==> config.mk <==
export PLATFORM = sky130hd
export DESIGN_NAME = uart_baud_gen_frac
export DESIGN_NICKNAME = d
export VERILOG_FILES = /design/src/rtl/uart_pkg.sv /design/src/rtl/uart_frac_accum.sv /design/src/rtl/uart_baud_gen_frac.sv
export SDC_FILE = /design/constraint.sdc
export NUM_CORES = 1
export LEC_CHECK = 0
export ABC_AREA = 1
export BUFFER_PORTS_ARGS = -buffer_cell sky130_fd_sc_hd__clkbuf_2
export CAP_MARGIN = 0
export CORE_ASPECT_RATIO = 0.9
export CORE_MARGIN = 2
export CORE_UTILIZATION = 40
export CTS_BUF_LIST = sky130_fd_sc_hd__clkbuf_2
export DETAILED_ROUTE_END_ITERATION = 10
export PLACE_DENSITY = 0.62
export SYNTH_ARGS = -nofsm -noshare
export SYNTH_HDL_FRONTEND = slang
export SYNTH_SLANG_ARGS = --single-unit
==> constraint.sdc <==
create_clock -name clk -period 5.9 [get_ports clk]
set_input_delay 1.18 -clock clk [delete_from_list [all_inputs] [get_ports clk]]
set_output_delay 1.18 -clock clk [all_outputs]
set_load 0.005 [all_outputs]
==> src/rtl/uart_pkg.sv <==
// Shared constants and elaboration-time helpers for the fractional UART baud generator.
package uart_pkg;

    localparam int CNT_WIDTH_DEF = 13;
    localparam int FRAC_BITS_DEF = 3;
    localparam int OSR_DEF       = 16;

    function automatic int clog2(input int value);
        int result;
        int v;
        result = 0;
        v      = value - 1;
        while (v > 0) begin
            result = result + 1;
            v      = v >> 1;
        end
        return result;
    endfunction

    // Down-counter carries one extra bit so divisor plus carry never overflows.
    function automatic int cnt_width(input int div_width);
        return div_width + 1;
    endfunction

    function automatic int frac_width(input int frac_bits);
        return (frac_bits > 0) ? frac_bits : 1;
    endfunction

endpackage

==> src/rtl/uart_frac_accum.sv <==
// First-order fractional accumulator: carry stretches the current baud period by one clk.
module uart_frac_accum
#(
    parameter int FRAC_BITS = 3
) (
    input  logic                 clk,
    input  logic                 reset,
    input  logic                 tick,
    input  logic                 restart,
    input  logic [FRAC_BITS-1:0] frac,
    output logic                 carry
);

    logic [FRAC_BITS-1:0] acc_q, acc_d;
    logic [FRAC_BITS:0]   sum;

    assign sum   = {1'b0, acc_q} + {1'b0, frac};
    assign carry = sum[FRAC_BITS];

    always_comb begin
        acc_d = acc_q;
        if (restart) begin
            acc_d = '0;
        end else if (tick) begin
            acc_d = sum[FRAC_BITS-1:0];
        end
    end

    always_ff @(posedge clk) begin
        if (reset) begin
            acc_q <= '0;
        end else begin
            acc_q <= acc_d;
        end
    end

endmodule

==> src/rtl/uart_baud_gen_frac.sv <==
// Oversampled UART baud tick generator with fractional divisor, shadowed reconfiguration
// and phase restart.
module uart_baud_gen_frac
    import uart_pkg::*;
#(
    parameter  int CNT_WIDTH = CNT_WIDTH_DEF,
    parameter  int FRAC_BITS = FRAC_BITS_DEF,
    parameter  int OSR       = OSR_DEF,
    localparam int FRAC_W    = frac_width(FRAC_BITS),
    localparam int PHASE_W   = clog2(OSR)
) (
    input  logic                 clk,
    input  logic                 reset,
    input  logic                 enable,
    input  logic [CNT_WIDTH-1:0] baud_val,
    input  logic [FRAC_W-1:0]    baud_frac,
    input  logic                 cfg_load,
    input  logic                 tx_restart,
    output logic                 cfg_pending,
    output logic                 baud_clock,
    output logic                 xmit_pulse,
    output logic [PHASE_W-1:0]   osr_phase
);

    localparam int CNT_W = cnt_width(CNT_WIDTH);

    logic [CNT_W-1:0]     cnt_q, cnt_d;
    logic [CNT_WIDTH-1:0] div_app_q, div_app_d;
    logic [CNT_WIDTH-1:0] div_shd_q, div_shd_d;
    logic [FRAC_W-1:0]    frac_app_q, frac_app_d;
    logic [FRAC_W-1:0]    frac_shd_q, frac_shd_d;
    logic                 pend_q, pend_d;
    logic                 baud_q, baud_d;
    logic                 xmit_q, xmit_d;
    logic [PHASE_W-1:0]   phase_q, phase_d;

    logic [CNT_WIDTH-1:0] div_eff;
    logic [FRAC_W-1:0]    frac_eff;
    logic [CNT_W-1:0]     reload;
    logic                 tick;
    logic                 carry;

    // Pending shadow values take effect only at a period boundary (tick or restart).
    assign div_eff  = pend_q ? div_shd_q  : div_app_q;
    assign frac_eff = pend_q ? frac_shd_q : frac_app_q;
    assign tick     = enable && !tx_restart && (cnt_q == '0);
    assign reload   = {1'b0, div_eff} + {{CNT_WIDTH{1'b0}}, carry};

    generate
        if (FRAC_BITS > 0) begin : g_frac
            uart_frac_accum #(
                .FRAC_BITS (FRAC_BITS)
            ) u_accum (
                .clk     (clk),
                .reset   (reset),
                .tick    (tick),
                .restart (tx_restart),
                .frac    (frac_eff),
                .carry   (carry)
            );
        end else begin : g_no_frac
            assign carry = 1'b0;
        end
    endgenerate

    always_comb begin
        cnt_d      = cnt_q;
        div_app_d  = div_app_q;
        div_shd_d  = div_shd_q;
        frac_app_d = frac_app_q;
        frac_shd_d = frac_shd_q;
        pend_d     = pend_q;
        phase_d    = phase_q;
        baud_d     = 1'b0;
        xmit_d     = 1'b0;

        if (tx_restart) begin
            cnt_d   = {1'b0, div_eff};
            phase_d = '0;
        end else if (enable) begin
            if (cnt_q == '0) begin
                baud_d  = 1'b1;
                cnt_d   = reload;
                phase_d = phase_q + 1'b1;
                xmit_d  = (phase_q == PHASE_W'(OSR - 1));
            end else begin
                cnt_d = cnt_q - CNT_W'(1);
            end
        end

        if (pend_q && (tick || tx_restart)) begin
            div_app_d  = div_shd_q;
            frac_app_d = frac_shd_q;
            pend_d     = 1'b0;
        end

        // A load that lands on a tick edge is deferred to the following tick;
        // while frozen there is no period to protect, so it applies at once.
        if (cfg_load) begin
            div_shd_d  = baud_val;
            frac_shd_d = baud_frac;
            if (enable) begin
                pend_d = 1'b1;
            end else begin
                div_app_d  = baud_val;
                frac_app_d = baud_frac;
                pend_d     = 1'b0;
            end
        end
    end

    always_ff @(posedge clk) begin
        if (reset) begin
            cnt_q      <= '0;
            div_app_q  <= '0;
            div_shd_q  <= '0;
            frac_app_q <= '0;
            frac_shd_q <= '0;
            pend_q     <= 1'b0;
            baud_q     <= 1'b0;
            xmit_q     <= 1'b0;
            phase_q    <= '0;
        end else begin
            cnt_q      <= cnt_d;
            div_app_q  <= div_app_d;
            div_shd_q  <= div_shd_d;
            frac_app_q <= frac_app_d;
            frac_shd_q <= frac_shd_d;
            pend_q     <= pend_d;
            baud_q     <= baud_d;
            xmit_q     <= xmit_d;
            phase_q    <= phase_d;
        end
    end

    assign cfg_pending = pend_q;
    assign baud_clock  = baud_q;
    assign xmit_pulse  = xmit_q;
    assign osr_phase   = phase_q;

endmodule

Word-level counts from Yosys, hierarchy flattened

Cells that the tools add are included.

Flip-flop bits (word level): 56
Input bits: 21
Output and inout port bits: 7
Word-level logic and storage cells: 45

Add/sub/neg operators: 4
Equality and inequality tests: 1
Mux-type cells: 15
Bitwise logic cells: 2
Reduce and logical (&&, ||, !) cells: 12

Operators with widths:

| cell                                               | number |
|---|---|
| two-way mux 13 bit                                 | 6 |
| adder 13 x 1 -> 14 bit                             | 1 |
| logical NOT 14 bit                                 | 1 |
| two-way mux 14 bit                                 | 1 |
| subtractor 14 x 1 -> 14 bit, second input constant | 1 |
| two-way mux 3 bit                                  | 4 |
| adder 3 x 3 -> 4 bit                               | 1 |
| adder 4 x 1 -> 4 bit, second input constant        | 1 |
| == test 4 bit, second input constant               | 1 |
| two-way mux 1 bit                                  | 4 |
| nonzero test 2 bit                                 | 2 |
| OR reduction 4 bit                                 | 1 |
| logical AND 1 bit                                  | 3 |
| OR reduction 3 bit                                 | 1 |
| inverter 1 bit                                     | 2 |
| AND reduction 2 bit                                | 1 |
| OR reduction 2 bit                                 | 1 |
| logical NOT 1 bit                                  | 1 |
| logical OR 1 bit                                   | 1 |

Longest topological paths before layout

Gate-level depths: netlist of the first run.

Depth after elaboration: 8
Gate-level depth with buffers: 19
Gate-level depth less buffers: 18

Modules after synthesis

From an unflattened synthesis of the first run, not the netlist that was laid out.

Cell total of the unflattened synthesis: 502
Area, all modules: 3414.5 µm²

By module, submodules not included:

| module             | times used | cells an instance | area each (µm²) | seq. area each (µm²) |
|---|---|---|---|---|
| uart_baud_gen_frac | 1          | 470               | 3196.8          | 1061.0 |
| uart_frac_accum    | 1          | 32                | 217.7           | 60.1 |

Worst setup path after synthesis of the first run

OpenSTA, ideal clock, no wires.

Kind: register -> register
Start: reg pend_q, in the netlist cfg_pending
End: reg cnt_q[8]
Library setup time: 0.070 ns
Data arrival time: 2.651 ns
Required time: 5.830 ns
Slack: 3.178 ns
Cell stages (with the launch flop): 18
Path buffers: 3
Period minus slack after synthesis: 2.722 ns
Cells stage by stage: dfxtp_1 > buf_4 > buf_4 > clkbuf_1 > o21ai_0 > inv_1 > ha_1 > nand3_1 > nand2_1 > ha_1 > ha_1 > nand2_1 > nor2_1 > nand2_1 > or2_0 > nand3_1 > nand3_1 > a21oi_1

Longest elaborated chain between the ends: 6
Elaborated cells on any way between the ends: 7
Those cells by class: add/sub (2); mux (5)

RTL lines:

| what                   | RTL line                  | text |
|---|---|---|
| start, declared        | uart_baud_gen_frac.sv:32  | `logic pend_q, pend_d;` |
| start signal, assigned | uart_baud_gen_frac.sv:129 | `pend_q <= pend_d;` |
| two-way mux 3 bit      | uart_baud_gen_frac.sv:45  | `assign frac_eff = pend_q ? frac_shd_q : frac_app_q;` |
| adder 3 x 3 -> 4 bit   | uart_frac_accum.sv:17     | `assign sum = {1'b0, acc_q} + {1'b0, frac};` |
| adder 13 x 1 -> 14 bit | uart_baud_gen_frac.sv:47  | `assign reload = {1'b0, div_eff} + {{CNT_WIDTH{1'b0}}, carry};` |
| two-way mux 14 bit     | uart_baud_gen_frac.sv:81  | `if (cnt_q == '0) begin` |
| two-way mux 13 bit     | uart_baud_gen_frac.sv:80  | `end else if (enable) begin` |
| two-way mux 13 bit (*) | uart_baud_gen_frac.sv:77  | `if (tx_restart) begin` |
| end signal, assigned   | uart_baud_gen_frac.sv:124 | `cnt_q <= cnt_d;` |
| end, declared          | uart_baud_gen_frac.sv:27  | `logic [CNT_W-1:0] cnt_q, cnt_d;` |

Mark *: on every way between the ends. The rest lies on a longest branch, timed or not. The select of a mux whose other input is x is not followed.
A chain may end at the register's enable or synchronous reset.

Final worst setup path of the first run

Same ends and word-level chain as after synthesis.

==> results.py, run 1 <==
metrics = {
    "run_status": {
        "status": "complete, no violations",
    },
    "grt": {
        "antenna_found_initial": 0,
        "overflow": 0,
        "grt_max_degree": 35,
        "grtUsageTotal_pct": 19.7,
        "grt_pass1_wl_mm": 15.0,
        "grt_pass1_vias": 3071,
    },
    "power": {
        "p_total_mw": 0.879,
        "vdd_ir_drop_max_mv": 0.0979,
        "p_per_area_nw_per_um2": 238,
        "leakage_nw": 1.65,
    },
    "clock_network": {
        "cts_buffers": 5,
        "clk_latency_ns": 0.46,
        "post_cts_buffers": 0,
        "clk_pin_slew_ns": 0.29,
        "cts_tree": "done",
        "cts_max_level": 2,
        "hold_buffers": 0,
        "cts_resized": 0,
        "cts_root_buffer": "clkbuf_2",
        "clock_sinks": 56,
        "clockBufferDepth": 2,
    },
    "place": {
        "hpwlAfterDp_mm": 6.30,
        "dpl_worst_slack_ns": 2.20,
        "routabilityCongestion": 0.907,
        "port_buffers": 27,
        "placed_area_um2": 3660,
    },
    "yosys": {
        "ys_top_cells_by_area": "dfxtp_1 32%, nand2_1 13%, nor2_1 8.0%",
        "ys_ff_latch": 56,
        "syn_avg_cell_area_um2": 6.63,
        "synth_top_cell_area_share_pct": 32.2,
        "synthCells": 526,
        "synth_flop_cell": "dfxtp_1",
        "yosys_warnings": 0,
        "syn_nets": 556,
        "yosysUniqueCellTypes": 36,
        "synth_edf_count": 0,
        "netlist_area_um2": 3490,
        "synthArstFlopShare_pct": 0,
        "yosysTopAreaCell": "dfxtp_1",
        "synth_seq_area_share_pct": 32.2,
    },
    "timing": {
        "finalHoldViolations": 0,
        "fmax_ghz": 0.268,
        "fin_crit_ns": 3.73,
        "setup_violations": 0,
        "tightest_slew_ns": 0.926,
        "drv_slew": 0,
        "slew_headroom_pct": 38.0,
        "finClkSkew_ns": 0.0251,
        "fin_ws_ns": 2.17,
        "timing.hold.ws_ns": 0.488,
        "rsz0062_at_grt": "false",
        "period_share_pct": 63.2,
        "fin_setup_tns_ns": 0,
    },
    "worst_setup_path": {
        "crit_family": "simple AND/OR/NAND/NOR gates",
        "path_buf_inv": 2,
        "setup.worst_path.end_class": "register",
        "crit_path_top_delay_cell": "dfxtp_1",
        "cpPeakStageDelay_ns": 1.00,
        "cp_cell_sequence": "inv_1 -> or2_2 -> o21ai_0 -> inv_1 -> ha_1 -> nand3_1 -> nand2_1 -> ha_1 -> ha_1 -> nand2_1 -> nor2_1 -> nand2_1 -> or2_0 -> nand3_1 -> nand3_1 -> a21oi_1",
        "cp.required_ns": 6.30,
        "arrival_ns": 4.13,
        "start_kind": "register",
        "critPathMaxFanout": 27,
        "crit_type": "reg -> reg",
    },
    "die": {
        "coreArea_um2": 8530,
        "start_util_pct": 40.9,
        "fp.dieW_um": 102,
        "dieArea_um2": 9480,
        "die_h_um": 92.6,
        "num_rows": 32,
        "ioPinCount": 28,
    },
    "finish": {
        "final_area_um2": 3700,
        "drive_above_1_share_pct": 12.4,
        "diodes": 0,
        "final-seq-area_um2": 1120,
        "fillCellCount": 912,
        "multi_input_area_um2": 2020,
        "syn_to_final_growth_pct": 6.17,
        "fin_nets": 570,
    },
    "route": {
        "drt_iter0_drc": 215,
        "routed_wl_mm": 8.63,
        "drc": 0,
        "wl_per_cell_um": 13.1,
        "viasPerCell": 5.06,
        "vias": 3341,
        "postRouteAntennaNets": 0,
        "drt-pass1-iter-count": 4,
    },
    "flow_run": {
        "drv_cap": 0,
    },
    "min_path": {
        "min_path_type": "reg -> reg",
    },
}
-- cells in the final DEF, fill, tap and decap left out, types with 10 or more instances in the layout --
cell | synthesis | layout
nand2_1 | 123 | 123
nor2_1 | 74 | 74
inv_1 | 58 | 58
dfxtp_1 | 56 | 56
o21ai_0 | 43 | 43
a21oi_1 | 32 | 32
clkbuf_2 | 0 | 32
nand3_1 | 28 | 28
nand3_2 | 10 | 10
a22oi_1 | 10 | 10
-- cell usage after synthesis (2+ instances only) --
master,n
a21oi_1,32
a21oi_2,7
a22oi_1,10
buf_4,4
clkbuf_1,14
dfxtp_1,56
ha_1,8
inv_1,58
inv_2,2
nand2_1,123
nand2_2,2
nand3_1,28
nand3_2,10
nand4_1,8
nor2_1,74
nor2_2,3
nor3_1,8
o211ai_1,4
o21ai_0,43
o21ai_1,4
or2_2,2
xnor2_1,4
xor2_1,9
-- where the power goes --
part           internal (mW)  switching [mW]  leakage, nW
Sequential             0.409          0.0280        0.461
Clock                 0.0291           0.128       0.0308
Combinational         0.0969           0.188         1.16
Total                  0.535           0.344         1.65
-- flip-flops by register name (all words and copies together), names as in the netlist --
name	cells
g_frac.u_accum.acc_q	3
frac_shd_q	3
frac_app_q	3
cnt_q	14
div_shd_q	13
osr_phase	4
cfg_pending	1
xmit_pulse	1
div_app_q	13
baud_clock	1
-- layout make-up --
type                       count  area share (%)
inverter                      60            6.09
tap                          119            4.02
clock buffer                   5           0.676
timing repair buffer          28            3.85
clock inverter                 3           0.473
multi-input combinational    389            54.6
sequential                    56            30.3
-- worst register-to-register path: stages, from the launching register on --
cell     delay [ns]
dfxtp_1        1.00
inv_1          0.39
or2_2          0.37
o21ai_0        0.14
inv_1          0.09
ha_1           0.28
nand3_1        0.07
nand2_1        0.11
ha_1           0.18
ha_1           0.16
nand2_1        0.05
nor2_1         0.25
nand2_1        0.11
or2_0          0.20
nand3_1        0.07
nand3_1        0.07
a21oi_1        0.14
-- kinds of logic (layout without fill, tap and decap cells) --
| family | after synthesis | after routing | synth area share (%) |
|---|---|---|---|
| simple gates | 266 | 266 | 34.9 |
| compound gates | 101 | 101 | 16.4 |
| buf+inv | 81 | 96 | 9.87 |
| flops | 56 | 56 | 32.2 |
| xor+xnor | 13 | 13 | 3.27 |
| fa+ha+maj | 9 | 9 | 3.45 |
-- metrics by stage --
step / std cells / util, %
after floorplan: 526 / -
after global placement: 652 / 42.9
after detailed placement: 652 / 42.9
after CTS: 660 / 43.4
after global routing: 660 / 43.4
final: 660 / 43.4
-- path summary, 6_finish.rpt --
check | start | end | slack (ns) | cells past startpoint
min | frac_app_q[1]$_SDFF_PP0_ | frac_app_q[1]$_SDFF_PP0_ | 0.49 | 2
min reg2reg | frac_app_q[1]$_SDFF_PP0_ | frac_app_q[1]$_SDFF_PP0_ | 0.49 | 2
max reg2reg | cfg_pending$_SDFFE_PP0P_ | cnt_q[8]$_SDFFE_PP0P_ | 2.17 | 16
max | cfg_pending$_SDFFE_PP0P_ | cnt_q[8]$_SDFFE_PP0P_ | 2.17 | 16
-- layer usage --
layer / wire length [um] / track usage (%)
met1: 4310 / 29.1
met2: 3700 / 29.8
met3: 540 / 3.55
met4: 76 / 4.33
met5: 0 / 0
Note: power is estimated with default switching activity, not from simulation.
==> run 2: changes to the inputs <==
--- a/config.mk
+++ b/config.mk
@@ -5,7 +5,7 @@
 export SDC_FILE = /design/constraint.sdc
 export NUM_CORES = 1
 export LEC_CHECK = 0
-export ABC_AREA = 1
+export ABC_AREA = 0
 export BUFFER_PORTS_ARGS = -buffer_cell sky130_fd_sc_hd__clkbuf_2
 export CAP_MARGIN = 0
 export CORE_ASPECT_RATIO = 0.9
==> constraint.sdc (replaced) <==
create_clock -name clk -period 3.6 [get_ports clk]
set_input_delay 0.72 -clock clk [delete_from_list [all_inputs] [get_ports clk]]
set_output_delay 0.72 -clock clk [all_outputs]
set_load 0.005 [all_outputs]
==> run 2 against run 1 <==
- global-route usage is 0.74 points lower
- clock skew shrank 0.0072 ns
- critical path type unchanged
- sequential cell count unchanged
- count of clock-buffer cells in the layout rose by 1
- register-to-register slack worse by 1.4 ns
- first-iteration DRC count is 32% lower
- setup slack got worse by 1.4 ns
- non-clock buffer count rose by 3
- core utilization about the same
==> results.py, run 2 <==
metrics = {
    "power": {
        "seqPwrFrac_pct": 53.6,
        "p_sw_share_pct": 34.7,
        "p_sw_mw": 0.458,
        "p_total_mw": 1.32,
        "leakage_nw": 1.58,
        "vdd_ir_drop_max_mv": 0.150,
        "p_per_area_nw_per_um2": 358,
        "p_int_mw": 0.862,
        "power_frac_clock_pct": 18.4,
        "p_comb_share_pct": 28.0,
    },
    "worst_setup_path": {
        "r2r_start": "cfg_pending$_SDFFE_PP0P_",
        "start_kind": "register",
        "setup.worst_path.end_class": "register",
        "crit_type": "reg -> reg",
        "cp.required_ns": 3.97,
        "critPathMaxFanout": 7,
        "reg2regPathDepth": 11,
        "arrival_ns": 3.19,
        "r2r_setup_slack_ns": 0.78,
        "r2r-end": "cnt_q[2]$_SDFFE_PP0P_",
    },
    "die": {
        "num_rows": 32,
        "die_h_um": 92.1,
        "coreArea_um2": 8490,
        "ioPinCount": 28,
        "start_util_pct": 40.7,
        "fp.dieW_um": 102,
        "dieArea_um2": 9390,
    },
    "yosys": {
        "synth_most_common_cell": "dfxtp_1",
        "synth_flop_cell": "dfxtp_1",
        "netlist_area_um2": 3450,
        "synthArstFlopShare_pct": 0,
        "synth_edf_count": 0,
        "syn_avg_cell_area_um2": 8.61,
        "synth_seq_area_share_pct": 32.5,
        "yosysUniqueCellTypes": 62,
        "synth_top_cell_area_share_pct": 32.5,
        "netlist_top_cells_count": "56 x dfxtp_1, 44 x mux2i_1, 41 x nor2_1",
        "synthCells": 401,
        "ys_ff_latch": 56,
        "yosys_warnings": 0,
        "syn_nets": 431,
        "ys_top_cells_by_area": "dfxtp_1 32%, mux2i_1 13%, nor2_1 4.5%",
        "yosysTopAreaCell": "dfxtp_1",
    },
    "min_path": {
        "min_path_type": "in -> reg",
        "hp-start": "baud_val[7]",
        "holdPathStages": 3,
        "holdPathEnd": "div_app_q[7]$_SDFF_PP0_",
    },
    "finish": {
        "fin_nets": 443,
        "syn_to_final_growth_pct": 6.63,
        "layoutNonFillerInstCount": 532,
        "mostFrequentLayoutCell": "dfxtp_1",
        "final_cell_mix": "56 x dfxtp_1, 44 x mux2i_1, 41 x nor2_1",
        "drive_above_1_share_pct": 15.5,
        "largestRegisters": "cnt_q: 14 flops, div_app_q: 13 flops, div_shd_q: 13 flops",
        "diodes": 0,
        "finish.utilization_pct": 43.4,
        "regMostFlops": "cnt_q",
        "largest_reg_flops": 14,
    },
    "timing": {
        "tightest_slew_ns": 0.853,
        "period_share_pct": 78.3,
        "fin_crit_ns": 2.82,
        "rsz0062_at_grt": "false",
        "fmax_ghz": 0.355,
        "fin_setup_tns_ns": 0,
        "drv_slew": 0,
        "finClkSkew_ns": 0.0179,
        "finalHoldViolations": 0,
        "slew_headroom_pct": 42.7,
        "timing.hold.ws_ns": 0.460,
        "setup_violations": 0,
    },
    "clock_network": {
        "cts_max_level": 2,
        "clockBufferDepth": 2,
        "cts_buffers": 5,
        "clk_latency_ns": 0.44,
        "post_cts_buffers": 0,
        "hold_buffers": 0,
        "clk_pin_slew_ns": 0.28,
        "cts_resized": 0,
        "cts_tree": "done",
        "clock_sinks": 56,
        "cts_root_buffer": "clkbuf_2",
    },
    "route": {
        "routed_wl_mm": 8.43,
        "drt-pass1-iter-count": 4,
        "vias": 2984,
        "drt_iter0_drc": 146,
        "drc": 0,
        "wl_per_cell_um": 15.8,
        "viasPerCell": 5.61,
        "postRouteAntennaNets": 0,
    },
    "run_status": {
        "status": "complete, no violations",
    },
    "grt": {
        "grt_pass1_wl_mm": 14.3,
        "antenna_found_initial": 0,
        "grt_pass1_vias": 2838,
        "overflow": 0,
        "grtUsageTotal_pct": 19.0,
        "grt_max_degree": 41,
    },
    "flow_run": {
        "drv_cap": 0,
    },
    "place": {
        "hpwlAfterDp_mm": 6.20,
        "numPlacedInstances": 525,
        "routabilityCongestion": 0.840,
        "port_buffers": 27,
    },
}
[run 2: changes by cell type in the layout (fill, tap and decap cells not counted), moves of 8 or more]
cell	before	now
nand3_1	28	13
o21ai_0	43	25
nor2_1	74	41
mux2_2	0	8
inv_1	58	10
mux2i_1	0	44
xnor2_1	4	14
a22oi_1	10	2
a21oi_1	32	15
nand3_2	10	0
nand2_1	123	32
[run 2: per-stage QoR]
stage | setup slack [ns] | area (um^2)
floorplan | 0.305 | 3450
global placement | 0.840 | 3650
detailed placement | 0.824 | 3650
CTS | 0.765 | 3680
global route | 0.600 | 3680
finish | 0.780 | 3680
[run 2: worst max-delay path by stage]
stage                               endpoint  slack, ns                     start
finish                 cnt_q[2]$_SDFFE_PP0P_       0.78  cfg_pending$_SDFFE_PP0P_
global route           cnt_q[2]$_SDFFE_PP0P_       0.60  cfg_pending$_SDFFE_PP0P_
CTS                    cnt_q[2]$_SDFFE_PP0P_       0.77  cfg_pending$_SDFFE_PP0P_
detailed placement     cnt_q[8]$_SDFFE_PP0P_       0.82  cfg_pending$_SDFFE_PP0P_
global placement    cfg_pending$_SDFFE_PP0P_       0.84     cnt_q[0]$_SDFFE_PP0P_
floorplan              cnt_q[8]$_SDFFE_PP0P_       0.31  cfg_pending$_SDFFE_PP0P_
[run 2: power groups by stage]
stage	Clock [mW]	Sequential [mW]	Combinational, mW
global route	0.272	0.714	0.411
CTS	0.252	0.706	0.370
floorplan	0	0.702	0.308
finish	0.243	0.707	0.369
global placement	0	0.716	0.365
detailed placement	0	0.717	0.369
[run 2: area by class of cell]
type	instances	area [um^2]
clock inverter	1	5.00
timing repair buffer	31	165
clock buffer	6	30.0
inverter	10	37.5
multi-input combinational	309	2170
fill	884	4810
sequential	56	1120
tap	119	149
[run 2: kinds of logic (layout without fill, tap and decap cells)]
family	count (synthesis)	after routing	share of synthesized area, %
adder cells (fa/ha/maj)	9	9	3.48
AO/OA/AOI/OAI	84	84	16.4
flip-flops	56	56	32.5
buffers and inverters	36	48	4.57
AND/OR/NAND/NOR	147	147	23.4
multiplexers	52	52	15.4
XOR/XNOR	17	17	4.31
[run 2: worst max-delay path, stage by stage (launching register included)]
cell and delay (ns):
dfxtp_1 0.57, mux2i_1 0.35, inv_1 0.08, ha_1 0.27, a21o_1 0.17, a21o_1 0.19
ha_1 0.25, and3_1 0.19, o21ai_0 0.12, o21ai_0 0.11, a211o_1 0.30, a21oi_1 0.15
[run 2: routing by layer]
layer / routed length [um] / GRT usage (%) / share of wire, %
met5: 0 / 0 / 0
met4: 54 / 4.78 / 0.64
met2: 3770 / 28.9 / 45
met1: 4220 / 27.9 / 50
met3: 390 / 2.90 / 4.6
==> run 3: changes to the inputs <==
==> constraint.sdc (replaced) <==
create_clock -name clk -period 2.8 [get_ports clk]
set_input_delay 0.56 -clock clk [delete_from_list [all_inputs] [get_ports clk]]
set_output_delay 0.56 -clock clk [all_outputs]
set_load 0.005 [all_outputs]
==> run 3 against run 2 <==
- final area rose by 2.5%
- global-route usage fell by 0.27 points
- first-iteration DRC count rose by 14%
- final cell count rose by 1.5%
- count of clock-buffer cells in the layout did not move
- sequential share of layout area fell by 0.70 points
- power rose by 40%
- maximum frequency rose by 11%
- worst hold slack got worse by 0.19 ns
- highest routed layer unchanged
==> results.py, run 3 (synthesis results as in run 2) <==
metrics = {
    "finish": {
        "syn_to_final_growth_pct": 9.28,
        "regMostFlops": "cnt_q",
        "drive_above_1_share_pct": 17.6,
        "diodes": 0,
        "largestRegisters": "cnt_q: 14 flops, div_app_q: 13 flops, div_shd_q: 13 flops",
        "final_cell_mix": "55 x dfxtp_1, 43 x mux2i_1, 41 x nor2_1",
        "finish.utilization_pct": 44.5,
        "mostFrequentLayoutCell": "dfxtp_1",
        "largest_reg_flops": 14,
        "fin_nets": 450,
    },
    "timing": {
        "slew_headroom_pct": 60.5,
        "tightest_slew_ns": 0.592,
        "fmax_ghz": 0.392,
        "fin_crit_ns": 2.55,
        "period_share_pct": 91.0,
        "fin_setup_tns_ns": 0,
        "rsz0062_at_grt": "false",
        "drv_slew": 0,
        "setup_violations": 0,
        "finalHoldViolations": 0,
        "finClkSkew_ns": 0.0302,
    },
    "worst_setup_path": {
        "r2r-end": "cnt_q[8]$_SDFFE_PP0P_",
        "crit_path_start": "cfg_pending$_SDFFE_PP0P_",
        "r2r_setup_slack_ns": 0.25,
        "crit_path_frequent_cell": "ha_1",
        "setup.worst_path.end_class": "register",
        "reg2regPathDepth": 11,
        "cp.required_ns": 3.19,
        "cpPeakStageDelay_ns": 0.44,
        "critPathMaxFanout": 4,
        "crit_type": "reg -> reg",
        "cp_cell_sequence": "mux2i_2 -> inv_1 -> ha_1 -> a21o_1 -> a21o_1 -> ha_1 -> ha_1 -> nand2_1 -> and3b_1 -> nor4b_1 -> nor4_1",
        "r2r_start": "cfg_pending$_SDFFE_PP0P_",
        "crit_path_top_delay_cell": "dfxtp_2",
        "arrival_ns": 2.94,
        "start_kind": "register",
    },
    "power": {
        "seqPwrFrac_pct": 49.3,
        "vdd_ir_drop_max_mv": 0.256,
        "p_per_area_nw_per_um2": 488,
        "power_frac_clock_pct": 23.7,
        "p_comb_share_pct": 27.0,
        "p_sw_share_pct": 33.8,
        "p_sw_mw": 0.623,
        "leakage_nw": 1.63,
        "p_int_mw": 1.22,
    },
    "place": {
        "routabilityCongestion": 0.855,
        "port_buffers": 27,
        "hpwlAfterDp_mm": 6.04,
    },
    "clock_network": {
        "cts_root_buffer": "clkbuf_2",
        "cts_max_level": 2,
        "clk_pin_slew_ns": 0.32,
        "clk_latency_ns": 0.47,
        "clock_sinks": 56,
        "hold_buffers": 0,
        "post_cts_buffers": 0,
        "cts_tree": "done",
        "cts_resized": 0,
        "cts_buffers": 5,
        "clockBufferDepth": 2,
    },
    "min_path": {
        "min_path_type": "in -> reg",
        "holdPathEnd": "div_app_q[10]$_SDFF_PP0_",
        "hp-start": "baud_val[10]",
        "holdPathStages": 3,
    },
    "route": {
        "vias": 2950,
        "viasPerCell": 5.46,
        "routed_wl_mm": 8.37,
        "drc": 0,
        "postRouteAntennaNets": 0,
        "wl_per_cell_um": 15.5,
        "drt-pass1-iter-count": 7,
        "drt_iter0_drc": 167,
    },
    "die": {
        "num_rows": 32,
        "fp.dieW_um": 102,
        "start_util_pct": 40.7,
        "coreArea_um2": 8490,
        "ioPinCount": 28,
        "dieArea_um2": 9390,
        "die_h_um": 92.1,
    },
    "grt": {
        "antenna_found_initial": 0,
        "grt_max_degree": 44,
        "overflow": 0,
        "grt_pass1_wl_mm": 14.3,
        "grtUsageTotal_pct": 18.7,
        "grt_pass1_vias": 2809,
    },
    "run_status": {
        "status": "complete, no violations",
    },
    "flow_run": {
        "drv_cap": 0,
    },
}
## run 3: cell types whose count changed in the layout (fill, tap and decap cells not counted)
cell	delta
dfxtp_2	+1
inv_6	+1
clkinv_2	-1
mux2i_2	+1
bufinv_16	+1
mux2i_1	-1
buf_4	+7
dfxtp_1	-1
## run 3: worst max path at each step
stage | endpoint | slack (ns) | cells past startpoint
floorplan | cnt_q[8]$_SDFFE_PP0P_ | 0.003 | 14
global placement | cnt_q[8]$_SDFFE_PP0P_ | 0.27 | 11
detailed placement | cnt_q[8]$_SDFFE_PP0P_ | 0.20 | 11
CTS | cnt_q[8]$_SDFFE_PP0P_ | 0.19 | 11
global route | cnt_q[10]$_SDFFE_PP0P_ | 0.06 | 11
finish | cnt_q[8]$_SDFFE_PP0P_ | 0.25 | 11
## run 3: metrics by stage
stage / hold slack [ns] / std cells / cell area, um^2 / total power [mW] / setup slack, ns
finish: 0.269 / 540 / 3770 / 1.84 / 0.252
global route: 0.244 / 540 / 3770 / 1.94 / 0.0581
CTS: 0.249 / 540 / 3770 / 1.85 / 0.193
detailed placement: 0.495 / 532 / 3700 / 1.41 / 0.198
global placement: 0.480 / 532 / 3700 / 1.41 / 0.267
floorplan: 0.467 / 401 / 3480 / 1.30 / 0.00253
## run 3: area by class of cell
cell class / instances / area, um^2
clock inverters: 2 / 38.8
flip-flops and latches: 56 / 1120
well taps: 119 / 149
repair buffers: 38 / 218
fillers: 877 / 4710
multi-input cells: 309 / 2180
clock buffers: 6 / 30.0
inverters: 10 / 37.5
## run 3: metal layers
layer / up-vias / track usage (%) / part of all wire [%]
met5: - / 0 / 0
met4: 0 / 4.78 / 0.91
met3: 6 / 3.28 / 5.1
met2: 72 / 27.9 / 43
met1: 1372 / 27.7 / 51
li1: 1500 / - / -
## run 3: worst max-delay path: cells and delay by family (launching register included)
family / cells / cell delay [ns]
flip-flops: 1 / 0.44
buffers and inverters: 1 / 0.07
AO/OA/AOI/OAI: 2 / 0.37
adder cells (fa/ha/maj): 3 / 0.71
AND/OR/NAND/NOR: 4 / 0.65
multiplexers: 1 / 0.26
## run 3: power groups by stage
stage	registers [mW]	logic, mW	clock network, mW
after floorplan	0.903	0.401	0
after CTS	0.907	0.493	0.446
after global routing	0.919	0.545	0.476
final	0.909	0.497	0.437
after detailed placement	0.920	0.490	0
after global placement	0.919	0.486	0
